==> src/rtl/uart_tx_fifo.sv <==
// uart_tx_fifo: buffered UART transmitter.
// Bytes enter a FIFO through a valid/ready write port and are sent LSB-first
// at CLKS_PER_BIT clocks per bit. The line idles at mark (1).
// Optional feature macro: UART_TX_PARITY_EN. When defined, it adds an even parity bit (8E1).
// When undefined, frames are 8N1.
module uart_tx_fifo #(
   parameter int CLKS_PER_BIT = 5208,
   parameter int FIFO_DEPTH   = 16,
   parameter int FIFO_AW      = 4
) (
   input  logic               clk,
   input  logic               rst,
   input  logic [7:0]         wr_data,
   input  logic               wr_valid,
   output logic               wr_ready,
   output logic               txd,
   output logic               busy,
   output logic [FIFO_AW:0]   fifo_count
);

   localparam int                BAUD_W    = (CLKS_PER_BIT > 2) ? $clog2(CLKS_PER_BIT) : 1;
   localparam logic [BAUD_W-1:0] BAUD_LAST = BAUD_W'(CLKS_PER_BIT - 1);
   localparam logic [BAUD_W-1:0] BAUD_ONE  = BAUD_W'(1);
   localparam logic [FIFO_AW:0]  CNT_FULL  = (FIFO_AW+1)'(FIFO_DEPTH);
   localparam logic [FIFO_AW:0]  CNT_ONE   = (FIFO_AW+1)'(1);
   localparam logic [FIFO_AW-1:0] PTR_ONE  = FIFO_AW'(1);

   typedef enum logic [2:0] {
      S_IDLE   = 3'd0,
      S_START  = 3'd1,
      S_DATA   = 3'd2,
`ifdef UART_TX_PARITY_EN
      S_PARITY = 3'd3,
`endif
      S_STOP   = 3'd4
   } state_t;

   logic [7:0]         r_mem [FIFO_DEPTH];
   logic [FIFO_AW-1:0] r_wr_ptr;
   logic [FIFO_AW-1:0] r_rd_ptr;
   logic [FIFO_AW:0]   r_count;
   logic [FIFO_AW:0]   w_count_next;
   logic               r_wr_ready;

   state_t             r_state;
   logic [BAUD_W-1:0]  r_baud;
   logic [2:0]         r_bit_idx;
   logic [7:0]         r_shift;
   logic               r_txd;
   logic               r_busy;
`ifdef UART_TX_PARITY_EN
   logic               r_parity;
`endif

   logic               w_push;
   logic               w_pop;
   logic               w_bit_end;
   logic               w_frame_slot;
   logic               w_next_idle;
   logic [7:0]         w_head;

   // A pop can only happen when the line is free (IDLE) or a STOP period ends;
   // both rely on the registered count, so a fresh byte is never popped on
   // the edge that writes it.
   assign w_push       = wr_valid && r_wr_ready;
   assign w_bit_end    = (r_baud == BAUD_LAST);
   assign w_frame_slot = (r_state == S_IDLE) || ((r_state == S_STOP) && w_bit_end);
   assign w_pop        = w_frame_slot && (r_count != '0);
   assign w_next_idle  = w_frame_slot && !w_pop;
   assign w_head       = r_mem[r_rd_ptr];

   // Occupancy after this edge; push and pop together leave it unchanged
   always_comb begin
      w_count_next = r_count;
      if (w_push && !w_pop)
         w_count_next = r_count + CNT_ONE;
      else if (!w_push && w_pop)
         w_count_next = r_count - CNT_ONE;
   end

   // FIFO storage; the read is captured by the shift register on pop
   always_ff @(posedge clk) begin
      if (w_push)
         r_mem[r_wr_ptr] <= wr_data;
   end

   // FIFO pointers, occupancy and write-side handshake
   always_ff @(posedge clk) begin
      if (rst) begin
         r_wr_ptr   <= '0;
         r_rd_ptr   <= '0;
         r_count    <= '0;
         r_wr_ready <= 1'b1;
      end else begin
         if (w_push)
            r_wr_ptr <= r_wr_ptr + PTR_ONE;
         if (w_pop)
            r_rd_ptr <= r_rd_ptr + PTR_ONE;
         r_count    <= w_count_next;
         r_wr_ready <= (w_count_next < CNT_FULL);
      end
   end

   // Transmit FSM with registered line output and busy flag
   always_ff @(posedge clk) begin
      if (rst) begin
         r_state   <= S_IDLE;
         r_txd     <= 1'b1;
         r_baud    <= '0;
         r_bit_idx <= '0;
         r_shift   <= '0;
         r_busy    <= 1'b0;
`ifdef UART_TX_PARITY_EN
         r_parity  <= 1'b0;
`endif
      end else begin
         r_busy <= !w_next_idle || (w_count_next != '0);
         if (w_pop) begin
            // Shared by IDLE and end-of-STOP: load the next byte, start bit out
            r_shift   <= w_head;
`ifdef UART_TX_PARITY_EN
            r_parity  <= ^w_head;
`endif
            r_baud    <= '0;
            r_bit_idx <= '0;
            r_txd     <= 1'b0;
            r_state   <= S_START;
         end else begin
            case (r_state)
               S_IDLE: begin
                  r_txd <= 1'b1;
               end
               S_START: begin
                  if (w_bit_end) begin
                     r_baud  <= '0;
                     r_txd   <= r_shift[0];
                     r_state <= S_DATA;
                  end else begin
                     r_baud <= r_baud + BAUD_ONE;
                  end
               end
               S_DATA: begin
                  if (w_bit_end) begin
                     r_baud <= '0;
                     if (r_bit_idx == 3'd7) begin
`ifdef UART_TX_PARITY_EN
                        r_txd   <= r_parity;
                        r_state <= S_PARITY;
`else
                        r_txd   <= 1'b1;
                        r_state <= S_STOP;
`endif
                     end else begin
                        r_bit_idx <= r_bit_idx + 3'd1;
                        r_shift   <= {1'b0, r_shift[7:1]};
                        r_txd     <= r_shift[1];
                     end
                  end else begin
                     r_baud <= r_baud + BAUD_ONE;
                  end
               end
`ifdef UART_TX_PARITY_EN
               S_PARITY: begin
                  if (w_bit_end) begin
                     r_baud  <= '0;
                     r_txd   <= 1'b1;
                     r_state <= S_STOP;
                  end else begin
                     r_baud <= r_baud + BAUD_ONE;
                  end
               end
`endif
               S_STOP: begin
                  if (w_bit_end) begin
                     r_baud  <= '0;
                     r_txd   <= 1'b1;
                     r_state <= S_IDLE;
                  end else begin
                     r_baud <= r_baud + BAUD_ONE;
                  end
               end
               default: begin
                  r_txd   <= 1'b1;
                  r_state <= S_IDLE;
               end
            endcase
         end
      end
   end

   assign wr_ready   = r_wr_ready;
   assign txd        = r_txd;
   assign busy       = r_busy;
   assign fifo_count = r_count;

endmodule

==> config.mk <==
export PLATFORM = sky130hd
export DESIGN_NAME = uart_tx_fifo
export DESIGN_NICKNAME = d
export VERILOG_FILES = /design/src/rtl/uart_tx_fifo.sv
export SDC_FILE = /design/constraint.sdc
export NUM_CORES = 1
export LEC_CHECK = 0
export CELL_PAD_IN_SITES_DETAIL_PLACEMENT = 1
export CELL_PAD_IN_SITES_GLOBAL_PLACEMENT = 2
export CORE_ASPECT_RATIO = 0.7
export CORE_MARGIN = 10
export CORE_UTILIZATION = 30
export CTS_CLUSTER_SIZE = 28
export DETAILED_ROUTE_END_ITERATION = 7
export PLACE_DENSITY = 0.57
export SLEW_MARGIN = 20
export SYNTH_ARGS = -nofsm -noshare
export SYNTH_HDL_FRONTEND = slang
export SYNTH_SLANG_ARGS = --single-unit
==> constraint.sdc <==
create_clock -name clk -period 3 [get_ports clk]
set_clock_uncertainty 0.1 [all_clocks]
set_input_delay 0.6 -clock clk [delete_from_list [all_inputs] [get_ports clk]]
set_output_delay 0.6 -clock clk [all_outputs]
set_load 0.05 [all_outputs]
==> key figures <==
Status
  • Status: finished clean

STA
  • Fin crit share: 88.3%
  • Setup TNS: 0 ns
  • Minimum clock period: around 2.6 ns
  • Max-slew headroom: around 54%
  • Final Hold Fails: 0
  • Measured slew at the worst slew-check pin: roughly 0.69 ns
  • Achievable Freq: 378 MHz
  • Final Max Tran Viols: 0
  • RSZ-0062 raised after global routing: no
  • Setup violations, final: 0

Clock network
  • Clock Path Buffers: 2
  • # resized after CTS: 0
  • Htree depth: 4
  • Num CTS Buffers: 17
  • Clock Latency Late Sink: 0.43 ns
  • Post-CTS setup buffers: 0
  • CTS Hold Buffers Added: 0
  • CTS tree: yes
  • Clock sinks: 175
  • Worst-path clk slew: 0.07 ns
  • CTS root buf: clkbuf_16

Route
  • Detailed Routing Iterations Pass 1: 4
  • Via density: 4.81
  • DRT iter0 DRCs: between 150 and 200
  • Routed Antenna Nets: 0
  • WL final: 16700 µm
  • Vias: 4018
  • Wire length per cell: 20.0 µm
  • DRC: 0

Synthesis
  • Flops & latches, synth: 175
  • Post-Synthesis Cell Area: 7130 µm²
  • Yosys cell types: 54
  • Synth warnings: 0
  • Ys async rst share: 0%
  • Register area share after synthesis: 67.1%
  • Post-synthesis net count: 489
  • Post-synth EDFFs: 128
  • Gate Count Post-Synth: 467
  • Syn Area/Cell: ~15 µm²
  • Primary FF master, synth: edfxtp_1

Die
  • Die Wd: 204 µm
  • I/O Pins: 19
  • Initial Util: between 30% and 40%
  • # rows: 47
  • Die Span Y: 149 µm
  • Die Footprint: 30400 µm²
  • Core outline area: ~24000 µm²

Power
  • Maximum vdd ir drop: 0.000417 V
  • Cell area power density: 839 nW/µm²
  • LEAKAGE: 2.73 nW

Layout
  • Filler Cell Count: 2454
  • Synth-to-layout area growth: 17.1%
  • Share of cells above drive strength 1: 18.7%
  • Post-route cell area: 8350 µm²
  • Leading cell type in the layout, fill and taps excluded: edfxtp_1
  • Antenna cell count: 0
  • Most frequent cells in the layout: 128 x edfxtp_1, 48 x nor2_1, 46 x dfxtp_1
  • FF/Latch Area: 4790 µm²
  • Area of the multi-input gates: 2180 µm²
  • Fin nets: between 500 and 600

Worst hold path
  • Hold Path Class: reg2reg

GRT
  • M3 GR Usage: 2.97%
  • Initial antenna violation count: 0
  • Gr busiest metal: met1
  • Largest net degree at the start of global routing: 33
  • GRT overflow: 0
  • Met1 Use GR: between 10% and 20%
  • Vias in the first global route: 4386
  • First-pass GRT wire length: 26500 µm
  • GR Layer Usage met2: 16.1%
  • Total track usage: 11.6%

Critical path
  • Req. time, crit path: 3.22 ns
  • Crit-path max FO: 9
  • Crit path launch type: flip-flop
  • Critical path class: reg2reg
  • Worst setup EP type: flip-flop
  • WP data arrival: 2.87 ns

Place
  • Gpl congestion: ~0.75
  • PortBufs: 18
  • Area after DPL: 7790 µm²
  • HPWL Detailed: around 12000 µm

Run
  • Max cap viols: 0
==> through the flow <==
| stage | instances | hold slack (ns) | total power [mW] | worst slack (ns) | utilization [%] |
|---|---|---|---|---|---|
| 2_1_floorplan | 467 | 0.336 | 4.35 | 0.388 | - |
| 3_3_place_gp | 804 | 0.342 | 4.94 | 0.463 | 33.1 |
| 3_5_place_dp | 804 | 0.359 | 4.98 | 0.339 | 33.1 |
| 4_1_cts | 836 | 0.373 | 7.12 | 0.321 | 35.5 |
| 5_1_grt | 836 | 0.411 | 7.40 | 0.119 | 35.5 |
| 6_report | 836 | 0.373 | 7.01 | 0.352 | 35.5 |
==> path summary, 6_finish.rpt <==
check | cells past startpoint | startpoint | to | slack [ns]
worst min-delay path | 2 | r_bit_idx[2] | r_bit_idx[2] | 0.37
worst max register to register | 7 | fifo_count[0] | fifo_count[4] | 0.35
worst min register to register | 2 | r_bit_idx[2] | r_bit_idx[2] | 0.37
worst max-delay path | 7 | fifo_count[0] | fifo_count[4] | 0.35
==> state kept, by name (all words and copies together) (netlist names), named ones only <==
| register | cells |
|---|---|
| r_state | 3 |
| wr_ready | 1 |
| r_wr_ptr | 4 |
| r_bit_idx | 3 |
| r_rd_ptr | 4 |
| fifo_count | 5 |
| busy | 1 |
| r_shift | 8 |
| r_mem | 128 |
| txd | 1 |
| r_baud | 13 |
==> kinds of logic after synthesis <==
kind of cell	synth area share [%]
xor+xnor	2.58
mux	11.0
fa+ha+maj	1.93
buf+inv	2.42
simple gates	8.94
compound gates	6.07
flops	67.1
==> Yosys cell counts (2+ instances only) <==
master,n,share of area (%)
edfxtp_1,128,54
nand2b_1,3,0.26
mux4_2,32,10
nor4b_1,2,0.25
dfxtp_1,47,13
xor2_1,9,1.1
nand3_1,8,0.56
a31oi_1,2,0.18
inv_1,10,0.53
buf_6,3,0.47
o31ai_1,2,0.21
o21ai_0,3,0.21
nor4_1,4,0.35
ha_1,11,1.9
clkbuf_1,8,0.42
buf_2,6,0.42
nor3_1,14,0.98
nor2b_1,7,0.61
and3_1,5,0.44
mux2_2,2,0.32
xnor2_1,12,1.5
nand2_1,24,1.3
and2_1,2,0.18
a22o_1,7,0.86
nand4_1,4,0.35
nor2_1,48,2.5
a221oi_1,15,1.8
buf_1,4,0.21
a21oi_1,18,1.3
mux2i_1,3,0.42
==> where the power goes <==
part	switching (mW)	internal, mW	total [mW]	leakage [nW]
sequential	0.165	2.79	2.95	1.54
clock	0.972	1.15	2.13	0.269
combinational	1.11	0.824	1.93	0.919
total	2.25	4.77	7.01	2.73
==> layout make-up <==
cell class	instances	area share, %
multi-input cells	258	26.1
flip-flops and latches	175	57.3
clock inverters	15	1.65
repair buffers	43	4.70
well taps	318	4.76
clock buffers	17	5.09
inverters	10	0.449
==> metal layers <==
layer,wire length [µm],vias to the layer above,part of all wire (%)
met5,0,-,0
met1,9040,2085,54
met3,460,11,2.8
li1,-,1881,-
met2,7040,41,42
met4,142,0,0.85
==> critical path: stages (launching register included) <==
cell	delay, ns
dfxtp_1	0.46
inv_1	0.12
ha_1	0.20
nor4b_1	0.15
nor3_1	0.51
nand2_2	0.31
mux2i_1	0.32
mux2_1	0.35
Note: power is estimated with default switching activity, not from simulation.
==> RTL change: new RTL, same flow settings <==
`FIFO_AW`: 4 -> 5.
--- a/src/rtl/uart_tx_fifo.sv
+++ b/src/rtl/uart_tx_fifo.sv
@@ -6,7 +6,7 @@
 module uart_tx_fifo #(
    parameter int CLKS_PER_BIT = 5208,
    parameter int FIFO_DEPTH   = 16,
-   parameter int FIFO_AW      = 4
+   parameter int FIFO_AW      = 5
 ) (
    input  logic               clk,
    input  logic               rst,
Ports: changed (resized fifo_count); port bits go from 19 to 20. The function was not compared with the original's and may differ.
==> RTL change against the unedited design <==
  * Sequential cell count is 1 higher
  * Register-to-register slack better by 160 ps
  * Die area is 2.2% higher
  * Worst setup slack better by 80 ps
  * Core utilization is 0.20 points higher
  * Total power is 1.5% higher
  * Synthesized area is 2.5% higher
  * Design area is 1.8% higher
  * Global-route usage is 0.57 points lower
  * Via count is 2.2% lower
  * Routed wire length is 3.4% lower
  * Highest routed layer unchanged
  * Count of clock-buffer cells in the layout is 2 higher
==> RTL change: results (changes against the unedited design) <==
final_layout:
  final_layout_size_suffix_gt1_share_pct: 21.5  # +2.7 points
  fin_nets: 518  # -1.7%
  top_regs: "r_mem (128), r_baud (13), r_shift (8)"
  nFillCells: 2440  # -0.57%
placement:
  hpwl_um: 11000  # -6.7%
  numPortBuffers: 19  # +1
  dpl_cell_area_um2: 7920  # +1.7%
global_routing:
  grt_pass1_vias: 4133  # -5.8%
  met3_usage_pct: 2.40  # -0.57 points
  use_met2_pct: 15.8  # -0.21 points
  grt_pass1_wl_um: 25300  # -4.4%
  gr-usage-all-layers_pct: 11.0  # -0.57 points
  use_met1_pct: 15.8  # -1.4 points
pwr:
  p_leak_uw: 0.00274  # +0.30%
  ir_worst_vdd_mv: 0.386  # -7.4%
  seq_power_share_pct: 41.5  # -0.6 points
  p_clk_share_pct: 31.4  # +1.1 points
  swShare_pct: 31.3  # -0.69 points
timing:
  relSlewSlack_pct: 57.2  # +3.5 points
  hold_ws_ps: 366  # -7.01 ps
synthesis:
  synthMuxAreaShare_pct: 14.6  # +3.6 points
  synth_common_cells: "128 x edfxtp_1, 59 x nor2_1, 48 x dfxtp_1"
  synth_area_leaders: "edfxtp_1 53%, dfxtp_1 13%, mux4_2 12%"
  synth_fa_ha_area_share_pct: 2.02  # +0.091 points
  synth_seq_area_share_pct: 65.7  # -1.3 points
  syn_nets: 481  # -1.6%
  ys_types: 56  # +3.7%
worst_setup_path:
  cp_top_family: "buffers and inverters"
  reg2reg_setup_slack_ps: 510  # +160 ps
  cp_data_arrival_time_ps: 1870  # -1000 ps
  cp_slowest_cell: "clkdlybuf4s50_1"
  r2r_end: "r_shift[6]"
  slowest_delay_ps: 890  # +380 ps
detailed_routing:
  wl_per_cell_um: 19.5  # -2.3%
  drt_iter0_drc: 313  # +57%
worst_hold_path:
  hold_start: "r_shift[7]"
run_status:
  outcome: "finished clean"
cts:
  cts.repair.resized: 0  # unchanged
[RTL change: kinds of logic (layout without fill, tap and decap cells)]
family / count (synthesis) / after routing
buffers and inverters: 33 / 82
xor gates and xnor gates: 23 / 23
and+or+nand+nor: 130 / 130
AOI/OAI and AO/OA: 29 / 29
muxes: 56 / 56
DFF: 176 / 176
adders and majority gates: 12 / 12
[RTL change: metrics by stage]
| step | utilization [%] | instances | setup WS [ps] | total power [µW] |
|---|---|---|---|---|
| finish | 35.7 | 826 | 432 | 7120 |
| global route | 35.7 | 826 | 266 | 7510 |
| CTS | 35.7 | 826 | 375 | 7250 |
| detailed placement | 33.3 | 795 | 469 | 4980 |
| global placement | 33.3 | 795 | 521 | 4960 |
| floorplan | - | 459 | 545 | 4420 |
[RTL change: how the worst max path moves through the flow]
stage	start	end
floorplan	fifo_count[0]	fifo_count[2]
global placement	r_baud[0]	r_shift[1]
detailed placement	r_baud[0]	r_shift[6]
CTS	fifo_count[2]	fifo_count[2]
global route	r_baud[0]	r_shift[2]
finish	fifo_count[2]	fifo_count[2]
[RTL change: area by class of cell]
cell class / count / share of cell area (%)
clock buffers: 19 / 5.09
flip-flops and latches: 176 / 56.5
multi-input cells: 250 / 27.1
clock inverters: 12 / 1.79
inverters: 8 / 0.353
repair buffers: 43 / 4.50
well taps: 318 / 4.68
[RTL change: worst reg2reg max path: stages, from the launching register on]
cell and delay [ps]:
dfxtp_1 390, ha_1 240, and4b_1 250, nand3_2 190, a211oi_4 460, nand2_1 430, nor2_1 240, a211oi_1 60
[RTL change: layer usage]
| metal | wire, µm | vias up |
|---|---|---|
| met1 | 8430 | 2048 |
| met3 | 506 | 14 |
| li1 | - | 1819 |
| met2 | 7010 | 49 |
| met4 | 172 | 0 |
| met5 | 0 | - |
